**src/rtl/adder_ctrl_pkg.sv**
```systemverilog
// Shared types and helpers for the multi-word add/subtract controller.
package adder_ctrl_pkg;

  typedef enum logic [1:0] {
    IDLE = 2'd0,
    RUN  = 2'd1,
    DONE = 2'd2
  } state_e;

  // Signed overflow: operands agree in sign but the result does not.
  function automatic logic ovf_calc(input logic a_msb, input logic b_msb, input logic s_msb);
    return (a_msb == b_msb) && (s_msb != a_msb);
  endfunction

endpackage

```
**src/rtl/full_adder.sv**
```systemverilog
// WIDTH-bit ripple adder with carry-in and carry-out; the only arithmetic in the controller.
module full_adder #(
  parameter int WIDTH = 8
) (
  input  logic [WIDTH-1:0] a,
  input  logic [WIDTH-1:0] b,
  input  logic             cin,
  output logic [WIDTH-1:0] s,
  output logic             cout
);

  assign {cout, s} = {1'b0, a} + {1'b0, b} + {{WIDTH{1'b0}}, cin};

endmodule

```
**src/rtl/multiword_adder_ctrl.sv**
```systemverilog
// Sequences one WIDTH-bit full_adder over WORDS operand words (LS word first) to add or
// subtract WIDTH*WORDS-bit operands, with valid/ready handshakes on both sides.
module multiword_adder_ctrl
  import adder_ctrl_pkg::*;
#(
  parameter int WIDTH = 8,
  parameter int WORDS = 4
) (
  input  logic                   clk,
  input  logic                   rst_n,
  input  logic                   in_valid,
  output logic                   in_ready,
  input  logic [WIDTH*WORDS-1:0] a,
  input  logic [WIDTH*WORDS-1:0] b,
  input  logic                   op_sub,
  input  logic                   c_in,
  output logic                   out_valid,
  input  logic                   out_ready,
  output logic [WIDTH*WORDS-1:0] sum,
  output logic                   c_out,
  output logic                   ovf
);

  localparam int N    = WIDTH * WORDS;
  localparam int IDXW = (WORDS > 1) ? $clog2(WORDS) : 1;

  state_e            state_q, state_d;
  logic [N-1:0]      a_q, a_d;
  logic [N-1:0]      b_q, b_d;
  logic [N-1:0]      sum_q, sum_d;
  logic              carry_q, carry_d;
  logic              c_out_q, c_out_d;
  logic              ovf_q, ovf_d;
  logic [IDXW-1:0]   idx_q, idx_d;

  logic [31:0]       base_s;
  logic [WIDTH-1:0]  fa_sum_s;
  logic              fa_co_s;
  logic              last_s;

  assign base_s = 32'(idx_q) * 32'(WIDTH);
  assign last_s = (idx_q == IDXW'(WORDS - 1));

  full_adder #(.WIDTH(WIDTH)) u_fa (
    .a    (a_q[base_s +: WIDTH]),
    .b    (b_q[base_s +: WIDTH]),
    .cin  (carry_q),
    .s    (fa_sum_s),
    .cout (fa_co_s)
  );

  // Next-state and datapath updates; op_sub is folded into B and the initial carry,
  // so it needs no register of its own.
  always_comb begin
    state_d = state_q;
    a_d     = a_q;
    b_d     = b_q;
    sum_d   = sum_q;
    carry_d = carry_q;
    c_out_d = c_out_q;
    ovf_d   = ovf_q;
    idx_d   = idx_q;
    case (state_q)
      IDLE: begin
        if (in_valid) begin
          a_d     = a;
          b_d     = op_sub ? ~b : b;
          carry_d = op_sub ? 1'b1 : c_in;
          idx_d   = {IDXW{1'b0}};
          state_d = RUN;
        end else begin
          state_d = IDLE;
        end
      end
      RUN: begin
        sum_d[base_s +: WIDTH] = fa_sum_s;
        carry_d                = fa_co_s;
        if (last_s) begin
          idx_d   = {IDXW{1'b0}};
          c_out_d = fa_co_s;
          ovf_d   = ovf_calc(a_q[N-1], b_q[N-1], fa_sum_s[WIDTH-1]);
          state_d = DONE;
        end else begin
          idx_d   = idx_q + IDXW'(1);
          state_d = RUN;
        end
      end
      DONE: begin
        if (out_ready) begin
          state_d = IDLE;
        end else begin
          state_d = DONE;
        end
      end
      default: begin
        state_d = IDLE;
      end
    endcase
  end

  // State and datapath registers.
  always_ff @(posedge clk or negedge rst_n) begin
    if (!rst_n) begin
      state_q <= IDLE;
      a_q     <= {N{1'b0}};
      b_q     <= {N{1'b0}};
      sum_q   <= {N{1'b0}};
      carry_q <= 1'b0;
      c_out_q <= 1'b0;
      ovf_q   <= 1'b0;
      idx_q   <= {IDXW{1'b0}};
    end else begin
      state_q <= state_d;
      a_q     <= a_d;
      b_q     <= b_d;
      sum_q   <= sum_d;
      carry_q <= carry_d;
      c_out_q <= c_out_d;
      ovf_q   <= ovf_d;
      idx_q   <= idx_d;
    end
  end

  assign in_ready  = (state_q == IDLE);
  assign out_valid = (state_q == DONE);
  assign sum       = sum_q;
  assign c_out     = c_out_q;
  assign ovf       = ovf_q;

endmodule

```
**config.mk**
```make
export PLATFORM = sky130hd
export DESIGN_NAME = multiword_adder_ctrl
export DESIGN_NICKNAME = d
export VERILOG_FILES = /design/src/rtl/adder_ctrl_pkg.sv /design/src/rtl/full_adder.sv /design/src/rtl/multiword_adder_ctrl.sv
export SDC_FILE = /design/constraint.sdc
export NUM_CORES = 1
export LEC_CHECK = 0
export ABC_AREA = 1
export CELL_PAD_IN_SITES_DETAIL_PLACEMENT = 0
export CELL_PAD_IN_SITES_GLOBAL_PLACEMENT = 1
export CORE_MARGIN = 4
export CORE_UTILIZATION = 41
export CTS_CLUSTER_SIZE = 40
export DETAILED_ROUTE_END_ITERATION = 10
export PLACE_DENSITY = 0.88
export SETUP_SLACK_MARGIN = 0.2
export SLEW_MARGIN = 40
export SYNTH_ARGS = -nofsm -noshare
export SYNTH_HDL_FRONTEND = slang
export SYNTH_SLANG_ARGS = --single-unit
```
**constraint.sdc**
```tcl
create_clock -name clk -period 6.04 [get_ports clk]
set_input_delay 0.906 -clock clk [delete_from_list [all_inputs] [get_ports clk]]
set_output_delay 0.906 -clock clk [all_outputs]
set_load 0.03 [all_outputs]
```
After elaboration in Yosys (flattened, before gate mapping)
Index checks and enable logic that the tools add are counted.
Storage, ports and cells
  flip-flop bits (word level): 103
  input bits: 70
  logic and storage cells: 41
Cells by class
  add/sub/neg operators: 4
  equal/unequal tests: 6
  shift operators: 4
  mux-type cells: 12
  bitwise gates (word level): 1
  reductions and logical operators: 6
Operator list (count)
  variable part select 32 x 6 -> 8 bit: 2
  negation 5 -> 34 bit: 1
  variable shift 8 x 34 -> 32 bit, first input constant: 1
  variable part select 8 x 34 -> 32 bit: 1
  bitwise mux 32 bit: 1
  2-to-1 mux 32 bit: 1
  NOT 32 bit: 1
  adder 8 x 8 -> 9 bit: 1
  adder 9 x 1 -> 9 bit: 1
  2-to-1 mux 2 bit: 4
  one-hot mux 2 bit (3 select lines): 1
  AND reduction 2 bit: 3
  == test 2 bit, second input constant: 2
  one-hot mux 2 bit (2 select lines): 1
  2-to-1 mux 1 bit: 3
  adder 2 x 1 -> 2 bit, second input constant: 1
  == test 2 x 1 -> 1 bit, second input constant: 1
  logical NOT 2 bit: 1
  != test 2 bit, second input constant: 1
  one-hot mux 1 bit (2 select lines): 1
  nonzero test 2 bit: 1
  == test 1 bit: 1
  logical AND 1 bit: 1
  != test 1 bit: 1

Longest topological paths before layout
  word-level depth: 5
  depth in mapped cells: 15

Hierarchy
Synthesis repeated with hierarchy kept, for this count alone.
Unflattened totals
  cells, all modules: 667
  area total of the unflattened synthesis: 5420.2 um2
By module, submodules not included
  multiword_adder_ctrl: times used 1, cells an instance 608, area each 5036.1 um2, seq. area each 2577.5 um2
  full_adder: times used 1, cells an instance 59, area each 384.1 um2, seq. area each 0.0 um2

Worst setup path before layout
OpenSTA, ideal clock, no wires.
  path kind: reg-to-reg
  start: register idx_q[0]
  end: register carry_q
  setup time: 130 ps
  data arrival time: 2477 ps
  required time: 5910 ps
  setup slack: 3433 ps
  stages on the path, launching flop included: 16
  period minus slack after synthesis: 2607 ps
  cells stage by stage: dfrtp_1 > clkbuf_2 > inv_1 > buf_1 > nor2_1 > o22ai_1 > fa_1 > fa_1 > nand2_1 > nand2_1 > nand3b_1 > nand2_1 > nand2_1 > nand2_1 > nor2_1 > o21ai_0
Between the ends
  longest elaborated chain between the ends: 4
RTL lines
  start: declaration: line multiword_adder_ctrl.sv:34  | logic [IDXW-1:0] idx_q, idx_d;
  start signal: assignment: line multiword_adder_ctrl.sv:111  | idx_q <= {IDXW{1'b0}};
  start signal: assignment: line multiword_adder_ctrl.sv:120  | idx_q <= idx_d;
  variable part select 32 x 6 -> 8 bit, on equally long branches: line multiword_adder_ctrl.sv:45, multiword_adder_ctrl.sv:46
  adder 8 x 8 -> 9 bit *: line full_adder.sv:12  | assign {cout, s} = {1'b0, a} + {1'b0, b} + {{WIDTH{1'b0}}, cin};
  adder 9 x 1 -> 9 bit *: line full_adder.sv:12
  one-hot mux 1 bit (2 select lines) *: line multiword_adder_ctrl.sv:63  | case (state_q)
  end signal: assignment: line multiword_adder_ctrl.sv:117  | carry_q <= carry_d;
  end: declaration: line multiword_adder_ctrl.sv:31  | logic carry_q, carry_d;
Every way passes the cells marked *; elsewhere a longest branch is shown, timed or not.
A chain may end at the register's enable or synchronous reset.

Worst setup path in the final report
  start: register idx_q[1]
  end: register sum_q[14], in the netlist sum[14]
Between the ends
  longest elaborated chain between the ends: 5
RTL lines
  variable part select 32 x 6 -> 8 bit, on equally long branches: line multiword_adder_ctrl.sv:45, multiword_adder_ctrl.sv:46
  adder 8 x 8 -> 9 bit: line full_adder.sv:12
  adder 9 x 1 -> 9 bit: line full_adder.sv:12
  variable part select 8 x 34 -> 32 bit: line multiword_adder_ctrl.sv:76  | sum_d[base_s +: WIDTH] = fa_sum_s;
  bitwise mux 32 bit *: line multiword_adder_ctrl.sv:76
  end signal: assignment: line multiword_adder_ctrl.sv:107  | sum_q <= {N{1'b0}};
  end signal: assignment: line multiword_adder_ctrl.sv:116  | sum_q <= sum_d;
  end: declaration: line multiword_adder_ctrl.sv:30  | logic [N-1:0] sum_q, sum_d;
Marked as above.

==> flow_summary.yaml <==
outcome:
  outcome: "finished clean"
power_and_ir_drop:
  power-per-cell-area_nw_per_um2: 600
  power.static_leakage_uw: 0.00307
  share_comb_of_total_power: 0.550
  internal_power_uw: 2090
  vdd_ir_drop_max_v: 0.000273
  totalPowerFinal_uw: 3950
  netSwitchingPower_uw: 1860
  power_frac_clock: 0.149
  switching_share: 0.471
  seq_power_share: 0.301
die:
  standard_cell_core_area_um2: 12100
  placementRows: 40
  die-height_um: 120
  die_w_um: 120
  area_of_the_die_um2: 14300
  design.portCount: 106
  initial_core_util: 0.422
timing:
  timing.final.crit_share: 0.528
  maxSlewViolCount: 0
  max_clock_freq_ghz: 0.314
  period_needed_ps: 3190
  rsz0062_at_grt: "false"
  hold_viol_final: 0
  finalClockSkew_ps: 7.92
  setup_violations: 0
  max_slew_margin: 0.568
  tns_ps: 0
  finalHoldWorstSlack_ps: 472
  tightest_slew_ps: 648
setup_path:
  critical_path_fanout_max: 20
  timing_worst_setup_path_type: "register to register"
  cp.required_ps: 6270
  startpoint_type: "register"
  critical_path.endpoint_type: "register"
  r2r_slack_ps: 2850
  arrival_ps: 3420
synthesis:
  ys.warnings.count: 0
  mappedNetlistArea_um2: 5110
  synth_cell_type_count: 29
  synth_largest_area_cell: "sky130_fd_sc_hd__dfrtp_1"
  synth.yosys.seq_area_share: 0.504
  synthesis.instances: 612
  syn-mean-instance-area_um2: 8.35
  netlist_top_cells_area: "sky130_fd_sc_hd__dfrtp_1, sky130_fd_sc_hd__nand2_1, sky130_fd_sc_hd__o21ai_0"
  synthesized_nets: 697
  yosys_register_bits: 103
  synthDominantCellAreaShare: 0.504
clock_network:
  cts_buffers: 9
  clock-sinks: 103
  clock-root-buffer: "sky130_fd_sc_hd__clkbuf_16"
  clock_latency_ps: 340
  maximum_clock_path_buffer_count: 2
  cts_hold_repair.buffers: 0
  tritoncts_clock_tree: "yes"
  post-cts-setup-buffer-count: 0
  ctsResizeCount: 0
  h-tree-depth: 3
  worst_setup_hold_path_clk_slew_ps: 70
placement:
  routabilityCongestion: 0.854
  buffer_ports.inserted: 105
  place.detailed.hpwl_um: 9370
route:
  drc: 0
  drt_wl_total_um: 12500
  drt_first_iter_violations: 290
  detailroute.via_count: 4313
  via_cell_ratio: 4.92
  antenna_violating_nets_post_route: 0
  dr.pass1.iters: 4
  wire_per_inst_um: 14.3
global_route:
  grt_start_max_net_pins: 67
  grt_pass1_vias: 4281
  grt_overflow: 0
  number_of_antenna_violations_at_the_first_check_in_global_routing: 0
  grt_usage: 0.179
  grt_pass1_wl_um: 21000
flow_run:
  cap_viol_max_count: 0
finish:
  layout-drive-gt1-share: 0.0494
  fillers: 1152
  area_growth_syn_to_layout_pct: 28.8
  antenna_cells_inserted: 0
  final_net_count: 788
hold_path:
  min_path_type: "register to register"
state kept, by name (all words and copies together), names as in the netlist:
name / cells
a_q: 32
b_q: 32
sum: 32
idx_q: 2
state_q: 2
c_out: 1
carry_q: 1
ovf: 1
power groups by stage:
stage	clock [uW]	combinational, uW	sequential, uW
finish	589	2170	1190
global route	624	2460	1230
global placement	0	2130	1190
detailed placement	0	2170	1200
CTS	598	2180	1190
floorplan	0	1410	1280
final timing paths:
check	startpoint	end	cells after the start
max in group asynchronous	rst_n	a_q[16]$_DFFE_PN0P_	2
hold / removal	a_q[21]$_DFFE_PN0P_	a_q[21]$_DFFE_PN0P_	2
hold reg to reg	a_q[21]$_DFFE_PN0P_	a_q[21]$_DFFE_PN0P_	2
setup reg to reg	idx_q[1]$_DFFE_PN0P_	sum[14]$_DFFE_PN0P_	13
setup / recovery	idx_q[1]$_DFFE_PN0P_	sum[14]$_DFFE_PN0P_	13
min in group asynchronous	rst_n	sum[23]$_DFFE_PN0P_	1
per-stage QoR:
step                area [um^2]  worst slack, ps  utilization  cells
finish                     6580             2850        0.543    876
floorplan                  5110             3430            -    612
detailed placement         6270             2880        0.518    860
global placement           6270             2960        0.518    860
global route               6580             2520        0.543    876
CTS                        6580             2840        0.543    876
worst max-delay path, stage by stage, from the launching register on:
cell	delay, ps
sky130_fd_sc_hd__dfrtp_1	760
sky130_fd_sc_hd__inv_1	490
sky130_fd_sc_hd__o21ai_0	190
sky130_fd_sc_hd__o22ai_1	120
sky130_fd_sc_hd__fa_1	440
sky130_fd_sc_hd__fa_1	430
sky130_fd_sc_hd__nand2_1	80
sky130_fd_sc_hd__nand2_1	60
sky130_fd_sc_hd__nand3b_1	100
sky130_fd_sc_hd__nand2_1	80
sky130_fd_sc_hd__nand2_1	70
sky130_fd_sc_hd__nand2_1	100
sky130_fd_sc_hd__nand4_1	100
sky130_fd_sc_hd__nand2_1	60
logic make-up after synthesis:
kind of cell | after synthesis | synth area share
buf+inv | 60 | 0.0470
flops | 103 | 0.504
compound gates | 115 | 0.120
fa+ha+maj | 15 | 0.0396
simple gates | 283 | 0.227
xor+xnor | 36 | 0.0617
cells in the mapped netlist:
master	instances
sky130_fd_sc_hd__xor2_1	3
sky130_fd_sc_hd__nor3b_4	1
sky130_fd_sc_hd__nand3_1	17
sky130_fd_sc_hd__buf_1	2
sky130_fd_sc_hd__nand4_1	7
sky130_fd_sc_hd__ha_1	13
sky130_fd_sc_hd__nand2_2	1
sky130_fd_sc_hd__nor3_4	1
sky130_fd_sc_hd__a21oi_1	3
sky130_fd_sc_hd__nand2_4	1
sky130_fd_sc_hd__o21ai_1	8
sky130_fd_sc_hd__o22ai_1	16
sky130_fd_sc_hd__o21ai_0	82
sky130_fd_sc_hd__nor2_2	1
sky130_fd_sc_hd__xnor2_1	33
sky130_fd_sc_hd__nand2_1	206
sky130_fd_sc_hd__inv_2	3
sky130_fd_sc_hd__nor2_1	43
sky130_fd_sc_hd__inv_1	28
sky130_fd_sc_hd__nor2_4	1
sky130_fd_sc_hd__buf_2	11
sky130_fd_sc_hd__o31ai_2	1
sky130_fd_sc_hd__clkbuf_2	1
sky130_fd_sc_hd__fa_1	2
sky130_fd_sc_hd__or2_2	2
sky130_fd_sc_hd__nand3b_1	2
sky130_fd_sc_hd__clkbuf_1	15
sky130_fd_sc_hd__o31ai_1	5
sky130_fd_sc_hd__dfrtp_1	103
layout by cell type (no fill, tap or decap):
cell type	synthesis	layout
sky130_fd_sc_hd__a21oi_1	3	3
sky130_fd_sc_hd__buf_4	0	5
sky130_fd_sc_hd__buf_6	0	1
sky130_fd_sc_hd__bufinv_16	0	1
sky130_fd_sc_hd__clkbuf_16	0	9
sky130_fd_sc_hd__clkdlybuf4s50_1	0	103
sky130_fd_sc_hd__clkinv_4	0	1
sky130_fd_sc_hd__clkinvlp_4	0	3
sky130_fd_sc_hd__dfrtp_1	103	103
sky130_fd_sc_hd__fa_1	2	2
sky130_fd_sc_hd__ha_1	13	13
sky130_fd_sc_hd__inv_1	28	27
sky130_fd_sc_hd__inv_2	3	4
sky130_fd_sc_hd__inv_6	0	2
sky130_fd_sc_hd__nand2_1	206	206
sky130_fd_sc_hd__nand2_2	1	1
sky130_fd_sc_hd__nand2_4	1	1
sky130_fd_sc_hd__nand3_1	17	17
sky130_fd_sc_hd__nand3b_1	2	2
sky130_fd_sc_hd__nand4_1	7	7
sky130_fd_sc_hd__nor2_1	43	43
sky130_fd_sc_hd__nor2_2	1	1
sky130_fd_sc_hd__nor2_4	1	1
sky130_fd_sc_hd__nor3_4	1	1
sky130_fd_sc_hd__nor3b_4	1	1
sky130_fd_sc_hd__o21ai_0	82	82
sky130_fd_sc_hd__o21ai_1	8	8
sky130_fd_sc_hd__o22ai_1	16	16
sky130_fd_sc_hd__o31ai_1	5	5
sky130_fd_sc_hd__o31ai_2	1	1
sky130_fd_sc_hd__or2_2	2	2
sky130_fd_sc_hd__xnor2_1	33	33
sky130_fd_sc_hd__xor2_1	3	3
area by class of cell:
cell class	instances	area, um^2	area share
tap	168	210	0.0319
timing repair buffer	109	1080	0.164
clock buffer	9	225	0.0342
inverter	31	116	0.0177
multi-input combinational	449	2290	0.349
sequential	103	2580	0.392
clock inverter	7	78.8	0.0120
metal layers:
metal	global-route usage	routed length, um	part of all wire	up-vias
met1	0.251	5770	0.46	2011
met5	0	0	0	-
li1	-	-	-	2170
met3	0.0302	651	0.052	5
met2	0.294	6030	0.48	127
met4	0.0408	59	0.0047	0
Note: power is estimated with default switching activity, not from simulation.
